$ cat config.mk
export PLATFORM = sky130hd
export DESIGN_NAME = cc_matrix_serializer
export DESIGN_NICKNAME = d
export VERILOG_FILES = /design/src/rtl/cc_matrix_serializer.sv
export SDC_FILE = /design/constraint.sdc
export NUM_CORES = 1
export LEC_CHECK = 0
export CORE_MARGIN = 3
export CORE_UTILIZATION = 40
export DETAILED_ROUTE_END_ITERATION = 7
export HOLD_SLACK_MARGIN = 0.06
export SLEW_MARGIN = 40
export SYNTH_ARGS = -nofsm -noshare
export SYNTH_HDL_FRONTEND = slang
export SYNTH_SLANG_ARGS = --single-unit
$ cat constraint.sdc
create_clock -name CC_MATRIX_SERIALIZER_CLOCK_50 -period 4.25 [get_ports CC_MATRIX_SERIALIZER_CLOCK_50]
set_input_delay 0.85 -clock CC_MATRIX_SERIALIZER_CLOCK_50 [delete_from_list [all_inputs] [get_ports CC_MATRIX_SERIALIZER_CLOCK_50]]
set_output_delay 0.85 -clock CC_MATRIX_SERIALIZER_CLOCK_50 [all_outputs]
set_load 0.005 [all_outputs]
$ cat src/rtl/cc_matrix_serializer.sv
// MAX7219 serializer: sends the power-up init words, then one 8-row frame per
// refresh request, as 16-bit SPI words with a chip-select gap between words.
module cc_matrix_serializer #(
  parameter int         NUMBER_DATAWIDTH = 8,
  parameter int         CLKDIV           = 4,
  parameter logic [3:0] INTENSITY        = 4'h8
) (
  input  logic                        CC_MATRIX_SERIALIZER_CLOCK_50,
  input  logic                        CC_MATRIX_SERIALIZER_RESET_InLow,
  input  logic [NUMBER_DATAWIDTH-1:0] CC_MATRIX_SERIALIZER_regGAME_data7_InBus,
  input  logic [NUMBER_DATAWIDTH-1:0] CC_MATRIX_SERIALIZER_regGAME_data6_InBus,
  input  logic [NUMBER_DATAWIDTH-1:0] CC_MATRIX_SERIALIZER_regGAME_data5_InBus,
  input  logic [NUMBER_DATAWIDTH-1:0] CC_MATRIX_SERIALIZER_regGAME_data4_InBus,
  input  logic [NUMBER_DATAWIDTH-1:0] CC_MATRIX_SERIALIZER_regGAME_data3_InBus,
  input  logic [NUMBER_DATAWIDTH-1:0] CC_MATRIX_SERIALIZER_regGAME_data2_InBus,
  input  logic [NUMBER_DATAWIDTH-1:0] CC_MATRIX_SERIALIZER_regGAME_data1_InBus,
  input  logic [NUMBER_DATAWIDTH-1:0] CC_MATRIX_SERIALIZER_regGAME_data0_InBus,
  input  logic                        CC_MATRIX_SERIALIZER_update_InLow,
  output logic                        CC_MATRIX_SERIALIZER_spiDIN_Out,
  output logic                        CC_MATRIX_SERIALIZER_spiCLK_Out,
  output logic                        CC_MATRIX_SERIALIZER_spiCS_OutLow,
  output logic                        CC_MATRIX_SERIALIZER_busy_Out
);

  localparam int DW = $clog2(2 * CLKDIV);
  localparam logic [DW-1:0] HALF_LAST = DW'(CLKDIV - 1);
  localparam logic [DW-1:0] GAP_LAST  = DW'(2 * CLKDIV - 1);

  typedef enum logic [2:0] {INIT, IDLE, LATCH, SHIFT, GAP} state_t;

  logic clk;
  logic rst_n;
  logic update_n;
  assign clk      = CC_MATRIX_SERIALIZER_CLOCK_50;
  assign rst_n    = CC_MATRIX_SERIALIZER_RESET_InLow;
  assign update_n = CC_MATRIX_SERIALIZER_update_InLow;

  state_t                      state_q, state_d;
  logic [DW-1:0]               div_q, div_d;
  logic [3:0]                  bit_q, bit_d;
  logic [2:0]                  word_q, word_d;
  logic                        sclk_hi_q, sclk_hi_d;
  logic                        init_gap_q, init_gap_d;
  logic                        pending_q, pending_d;
  logic                        snap;
  logic [NUMBER_DATAWIDTH-1:0] rows_in [8];
  logic [NUMBER_DATAWIDTH-1:0] rows_q [8];

  logic        shifting;
  logic        gapping;
  logic        shift_end;
  logic        word_done;
  logic [15:0] cur_word;
  logic        din_d;

  always_comb begin
    rows_in[0] = CC_MATRIX_SERIALIZER_regGAME_data0_InBus;
    rows_in[1] = CC_MATRIX_SERIALIZER_regGAME_data1_InBus;
    rows_in[2] = CC_MATRIX_SERIALIZER_regGAME_data2_InBus;
    rows_in[3] = CC_MATRIX_SERIALIZER_regGAME_data3_InBus;
    rows_in[4] = CC_MATRIX_SERIALIZER_regGAME_data4_InBus;
    rows_in[5] = CC_MATRIX_SERIALIZER_regGAME_data5_InBus;
    rows_in[6] = CC_MATRIX_SERIALIZER_regGAME_data6_InBus;
    rows_in[7] = CC_MATRIX_SERIALIZER_regGAME_data7_InBus;
  end

  // INIT carries its own shift/gap phases, tracked by init_gap_q.
  always_comb begin
    shifting  = (state_q == SHIFT) || ((state_q == INIT) && !init_gap_q);
    gapping   = (state_q == GAP)   || ((state_q == INIT) &&  init_gap_q);
    shift_end = shifting && sclk_hi_q && (div_q == HALF_LAST) && (bit_q == 4'd15);
    word_done = gapping && (div_q == GAP_LAST);
  end

  always_comb begin
    cur_word = '0;
    if (state_q == INIT) begin
      unique case (word_q)
        3'd0:    cur_word = 16'h0C01;
        3'd1:    cur_word = 16'h0B07;
        3'd2:    cur_word = 16'h0900;
        3'd3:    cur_word = {8'h0A, 4'h0, INTENSITY};
        default: cur_word = 16'h0F00;
      endcase
    end else begin
      cur_word = {4'h0, {1'b0, word_q} + 4'd1, 8'(rows_q[word_q])};
    end
    din_d = shifting ? cur_word[4'd15 - bit_q] : 1'b0;
  end

  always_comb begin
    state_d    = state_q;
    div_d      = div_q;
    bit_d      = bit_q;
    word_d     = word_q;
    sclk_hi_d  = sclk_hi_q;
    init_gap_d = init_gap_q;
    pending_d  = pending_q;
    snap       = 1'b0;

    if (!update_n && (state_q != IDLE)) pending_d = 1'b1;

    if (shifting) begin
      div_d = div_q + 1'b1;
      if (div_q == HALF_LAST) begin
        div_d     = '0;
        sclk_hi_d = !sclk_hi_q;
        if (sclk_hi_q) bit_d = (bit_q == 4'd15) ? 4'd0 : bit_q + 4'd1;
      end
    end else if (gapping) begin
      div_d = (div_q == GAP_LAST) ? '0 : div_q + 1'b1;
    end

    unique case (state_q)
      INIT: begin
        if (shift_end) init_gap_d = 1'b1;
        if (word_done) begin
          init_gap_d = 1'b0;
          if (word_q == 3'd4) begin
            // The automatic first frame snapshots here instead of via LATCH,
            // so it follows the last init gap with no idle slot.
            word_d  = '0;
            snap    = 1'b1;
            state_d = SHIFT;
          end else begin
            word_d = word_q + 3'd1;
          end
        end
      end
      IDLE: if (!update_n) state_d = LATCH;
      LATCH: begin
        snap    = 1'b1;
        state_d = SHIFT;
      end
      SHIFT: if (shift_end) state_d = GAP;
      GAP: begin
        if (word_done) begin
          if (word_q == 3'd7) begin
            word_d = '0;
            if (pending_q || !update_n) begin
              pending_d = 1'b0;
              state_d   = LATCH;
            end else begin
              state_d = IDLE;
            end
          end else begin
            word_d  = word_q + 3'd1;
            state_d = SHIFT;
          end
        end
      end
      default: state_d = INIT;
    endcase
  end

  always_ff @(posedge clk) begin
    if (!rst_n) begin
      state_q    <= INIT;
      div_q      <= '0;
      bit_q      <= '0;
      word_q     <= '0;
      sclk_hi_q  <= 1'b0;
      init_gap_q <= 1'b0;
      pending_q  <= 1'b0;
      for (int unsigned i = 0; i < 8; i++) rows_q[i] <= '0;
      CC_MATRIX_SERIALIZER_spiCS_OutLow <= 1'b1;
      CC_MATRIX_SERIALIZER_spiCLK_Out   <= 1'b0;
      CC_MATRIX_SERIALIZER_spiDIN_Out   <= 1'b0;
      CC_MATRIX_SERIALIZER_busy_Out     <= 1'b1;
    end else begin
      state_q    <= state_d;
      div_q      <= div_d;
      bit_q      <= bit_d;
      word_q     <= word_d;
      sclk_hi_q  <= sclk_hi_d;
      init_gap_q <= init_gap_d;
      pending_q  <= pending_d;
      if (snap) rows_q <= rows_in;
      CC_MATRIX_SERIALIZER_spiCS_OutLow <= !shifting;
      CC_MATRIX_SERIALIZER_spiCLK_Out   <= shifting && sclk_hi_q;
      CC_MATRIX_SERIALIZER_spiDIN_Out   <= din_d;
      CC_MATRIX_SERIALIZER_busy_Out     <= (state_q != IDLE);
    end
  end

endmodule

Word-level counts from Yosys, hierarchy flattened
Index checks and enable logic that the tools add are counted.
W data, S select, Z words.
- input port bits: 67
- output and inout port bits: 4
- flip-flop bits (word level): 84
- word-level logic and storage cells: 105
- equality and inequality tests: 18
- mux-type cells: 35
- bitwise logic cells: 1
- reduce and logical (&&, ||, !) cells: 25
- $lt $le $gt $ge: 2
- add/sub/neg operators: 5
- operators by type and width (operator ; count):
    $pmux W11 S4 ; 1
    $mux W3 ; 14
    $bmux W8 S3 ; 1
    $mux W16 ; 1
    $mux W8 ; 2
    $eq A3 B2 Y1 const B ; 5
    $pmux W3 S5 ; 1
    $eq A3 B3 Y1 const B ; 4
    $mux W1 ; 10
    $ne A2 B2 Y1 const B ; 4
    $logic_and A1 B1 Y1 ; 7
    $add A3 B1 Y3 const B ; 2
    $eq A3 B1 Y1 const B ; 2
    $logic_not A3 Y1 ; 2
    $pmux W3 S2 ; 1
    $reduce_and A2 Y1 ; 3
    $reduce_and A3 Y1 ; 2
    $reduce_bool A2 Y1 ; 3
    $lt A4 B5 Y1 const B ; 1
    $reduce_and A5 Y1 ; 1
    $add A3 B1 Y4 const B ; 1
    $add A4 B1 Y4 const B ; 1
    $bmux W1 S4 ; 1
    $eq A4 B4 Y1 const B ; 1
    10 further kinds ; 15

Depth between registers and ports, before layout
- word-level depth: 8
- depth in mapped cells: 11
- depth with buffers taken out: 8

Worst setup path after synthesis
OpenSTA, ideal clock, no wires.
- path type: reg-to-reg
- start point: register word_q[0]
- end point: register rows_q[14] (netlist bit)
- data arrival time: 2.227 ns
- setup time: 0.070 ns
- cell stages (with the launch flop): 12
- required time: 4.180 ns
- buffers on the path: 4
- path slack: 1.953 ns
- clock period less this slack: 2.297 ns
- path through: dfxtp_1 > buf_2 > buf_2 > clkinv_1 > ha_1 > nand2_1 > o21ba_2 > nand2b_1 > buf_2 > buf_1 > nand2_1 > a21oi_1
- longest elaborated chain between the ends: 4
- ends and longest elaborated chain (element ; RTL line ; source):
    start: declaration ; 41 ; logic [2:0] word_q, word_d;
    start signal: assignment ; 174 ; word_q <= word_d;
    $eq A3 B3 Y1 ; 119 ; if (word_q == 3'd4) begin
    $mux W1 ; 119 ;
    $mux W1 ; 117 ; if (word_done) begin
    $pmux W1 S2 ; 114 ; unique case (state_q)
    end signal: assignment ; 178 ; if (snap) rows_q <= rows_in;
    end: declaration ; 47 ; logic [NUMBER_DATAWIDTH-1:0] rows_q [8];
Every way passes these cells.
A chain may end at the register's enable or synchronous reset.

Worst setup path after layout
- start point: register div_q[0]
- end point: register rows_q[34] (netlist bit)
- longest elaborated chain between the ends: 4
- ends and longest elaborated chain (element ; RTL line ; source):
    start: declaration ; 39 ; logic [DW-1:0] div_q, div_d;
    start signal: assignment ; 172 ; div_q <= div_d;
    $eq A3 B3 Y1 ; 72 ; word_done = gapping && (div_q == GAP_LAST);
    $logic_and A1 B1 Y1 ; 72 ;
    $mux W1 ; 117 ;
    $pmux W1 S2 ; 114 ;
Every way passes these cells.

==> out/qor.yml <==
floorplan:
  fp.dieArea_um2: 11300
  boundaryPins: 71
  core_um2: 9500
  die_height_um: 106
  std_cell_rows: 35
  initial_utilization: 0.423
  fp.dieW_um: 106
pwr:
  p_leak_nw: 1.68
  power_per_cell_area_nw_per_um2: 299
  power.ir.vdd_worst_mv: 0.178
yosys:
  yosysTopAreaCellShare: 0.418
  synthDistinctLibCells: 53
  synth.top_cells.by_count: "nand2_1, a21oi_1, dfxtp_1"
  synthMostInstantiatedCell: "nand2_1"
  yosys_most_used_dff: "dfxtp_1"
  synth_top_cell_by_area: "dfxtp_1"
  avgSynthCellArea_um2: 8.24
  synth_seq_cells: 84
  synth_enable_flop_cells: 0
  asyncSetResetFlopFracSynth: 0
  synth_nets: 566
  synthesis.instances: 488
  seq_area_frac_synth: 0.418
  synthesis.yosys.warnings: 0
  syn_std_cell_area_um2: 4020
  ys_top_cells_by_area: "dfxtp_1, nand2_1, a21oi_1, mux4_2, ha_1"
placed_design:
  port_buffers: 70
  place_worst_setup_slack_ps: 1490
  weighted_congestion_reported_at_the_end_of_routability_driven_placement: 0.870
  hpwlAfterDp_um: 6840
flow_run:
  max-cap-violations: 0
sta:
  setup_slack_ps: 1740
  slew_at_the_pin_closest_to_its_max_slew_limit_ps: 647
  final_period_minus_worst_setup_slack_ps: 2510
  slew_headroom: 0.568
  grt_setup_unrepaired: "false"
  fmaxAchievable_ghz: 0.399
  report.final.setup_viol: 0
  fin_crit_sh: 0.590
  worst_clock_skew_on_the_final_layout_ps: 12.9
  hold_viol_final: 0
  slew_violations: 0
  fin_setup_tns_ps: 0
route:
  detailed_route_vias_per_instance: 5.22
  drc: 0
  first_iter_violations: 124
  drt_wl_total_um: 9550
  detail-route-antenna-nets: 0
  average_detailed_routed_wire_length_per_instance_um: 14.2
  dr_total_vias: 3521
  first_pass_iters: 4
global_route:
  antenna_violations_before_repair: 0
  first_pass_grt_wire_length_um: 15900
  global_route.overflow_total: 0
  grt_util_all_layers: 0.172
  grt_start_max_net_pins: 65
  first_global_vias: 3405
clock_network:
  cts_resized: 0
  cts-root-buf: "clkbuf_8"
  cts_sinks: 84
  clock_tree_from_tritoncts: "yes"
  tritoncts_buffers: 9
  clock_insertion_delay_worst_skew_ps: 360
  holdBufCountCts: 0
  post_cts.repair.setup_buffers: 0
  clockBufferDepth: 2
  htree_num_levels: 3
  path_clk_slew_ps: 90
final_layout:
  nFillCells: 950
  multi_input_area_um2: 2140
  seqCellArea_um2: 1680
  num_antenna_cells: 0
  synthToLayoutAreaGrowth_pct: 24.1
  drive_gt1_frac: 0.0971
  nNetsFinal: 619
hold_path:
  worstHoldPathType: "reg2reg"
critical_path:
  critical_setup_path_kind: "reg2reg"
  cp_data_required_time_ps: 4540
  maximum_fanout_along_the_worst_path: 40
  timing.critical_path.from_type: "flip-flop"
  worst_ep_arrival_time_ps: 2800
  critical_path.endpoint_type: "flip-flop"
run_status:
  run_status: "complete, no violations"
-- report_power, final --
| part | internal (W) | switching, W | total [W] |
|---|---|---|---|
| logic | 0.0000629 | 0.0000292 | 0.0000921 |
| clock network | 0.000288 | 0.000318 | 0.000606 |
| registers | 0.000792 | 0.00000413 | 0.000796 |
| total | 0.00114 | 0.000352 | 0.00149 |
-- logic make-up (layout without fill, tap and decap cells) --
logic type,Yosys count,after routing,synth area share
AO/OA/AOI/OAI,115,115,0.165
XOR/XNOR,3,3,0.00654
adder cells (fa/ha/maj),11,11,0.0342
buffers and inverters,45,103,0.0523
flip-flops,84,84,0.418
multiplexers,25,25,0.103
AND/OR/NAND/NOR,205,205,0.221
-- registers in the layout (all words and copies together), names as in the netlist --
name                               flops
bit_q                                  4
rows_q                                64
sclk_hi_q                              1
CC_MATRIX_SERIALIZER_busy_Out          1
init_gap_q                             1
state_q                                3
CC_MATRIX_SERIALIZER_spiCS_OutLow      1
word_q                                 3
pending_q                              1
CC_MATRIX_SERIALIZER_spiCLK_Out        1
div_q                                  3
CC_MATRIX_SERIALIZER_spiDIN_Out        1
-- through the flow --
| step | hold WS [ps] | cell area [µm²] | util | total power (W) | cells |
|---|---|---|---|---|---|
| final | 457 | 4990 | 0.525 | 0.00149 | 675 |
| after global routing | 479 | 4990 | 0.525 | 0.00155 | 675 |
| after CTS | 459 | 4980 | 0.525 | 0.00151 | 675 |
| after detailed placement | 445 | 4770 | 0.502 | 0.000907 | 659 |
| after global placement | 439 | 4770 | 0.502 | 0.000906 | 659 |
| after floorplan | 433 | 4020 | - | 0.000836 | 488 |
-- metal layers --
layer	global-route usage	wire length, µm
met3	0.0376	445
met1	0.222	4260
met2	0.290	4720
met5	0	0
met4	0.0500	127
-- path summary, 6_finish.rpt --
path	start	to	slack, ps	depth (start not counted)
max	div_q[0]	rows_q[34]	1740	8
min	rows_q[30]	rows_q[30]	460	2
max reg2reg	div_q[0]	rows_q[34]	1740	8
min reg2reg	rows_q[30]	rows_q[30]	460	2
-- final cells by class --
cell class / instances / area share
sequential: 84 / 0.337
tap: 129 / 0.0323
timing repair buffer: 77 / 0.151
clock buffer: 9 / 0.0248
inverter: 10 / 0.00802
clock inverter: 7 / 0.0186
multi-input combinational: 359 / 0.428
-- critical path, cell delays in order (launching register included) --
cell      delay [ps]
dfxtp_1          330
ha_1             230
ha_1             250
o211ai_1         310
o21ba_2          300
nand2b_4         410
buf_4            350
nand2_1           90
a21oi_1          150
-- layout by cell type, fill, tap and decap left out, types with 2 or more instances in the layout --
| cell | Yosys | routed |
|---|---|---|
| a211oi_1 | 3 | 3 |
| a21oi_1 | 85 | 85 |
| a31oi_1 | 5 | 5 |
| and3_1 | 4 | 4 |
| buf_4 | 2 | 7 |
| clkbuf_8 | 0 | 9 |
| clkdlybuf4s50_1 | 0 | 70 |
| dfxtp_1 | 84 | 84 |
| ha_1 | 11 | 11 |
| inv_1 | 8 | 8 |
| inv_6 | 0 | 3 |
| mux2i_1 | 11 | 11 |
| mux4_2 | 13 | 13 |
| nand2_1 | 145 | 145 |
| nand3_1 | 4 | 4 |
| nand3b_1 | 2 | 2 |
| nand4b_1 | 2 | 2 |
| nor2_1 | 25 | 25 |
| nor2b_1 | 2 | 2 |
| nor3_1 | 4 | 4 |
| nor3b_1 | 2 | 2 |
| nor4_1 | 2 | 2 |
| o211ai_1 | 2 | 2 |
| o21ai_0 | 5 | 5 |
| o21bai_1 | 2 | 2 |
| o221a_2 | 2 | 2 |
| o221ai_1 | 2 | 2 |
| or3b_2 | 2 | 2 |
| xnor2_1 | 2 | 2 |
Power figures use the tool's default switching activity.
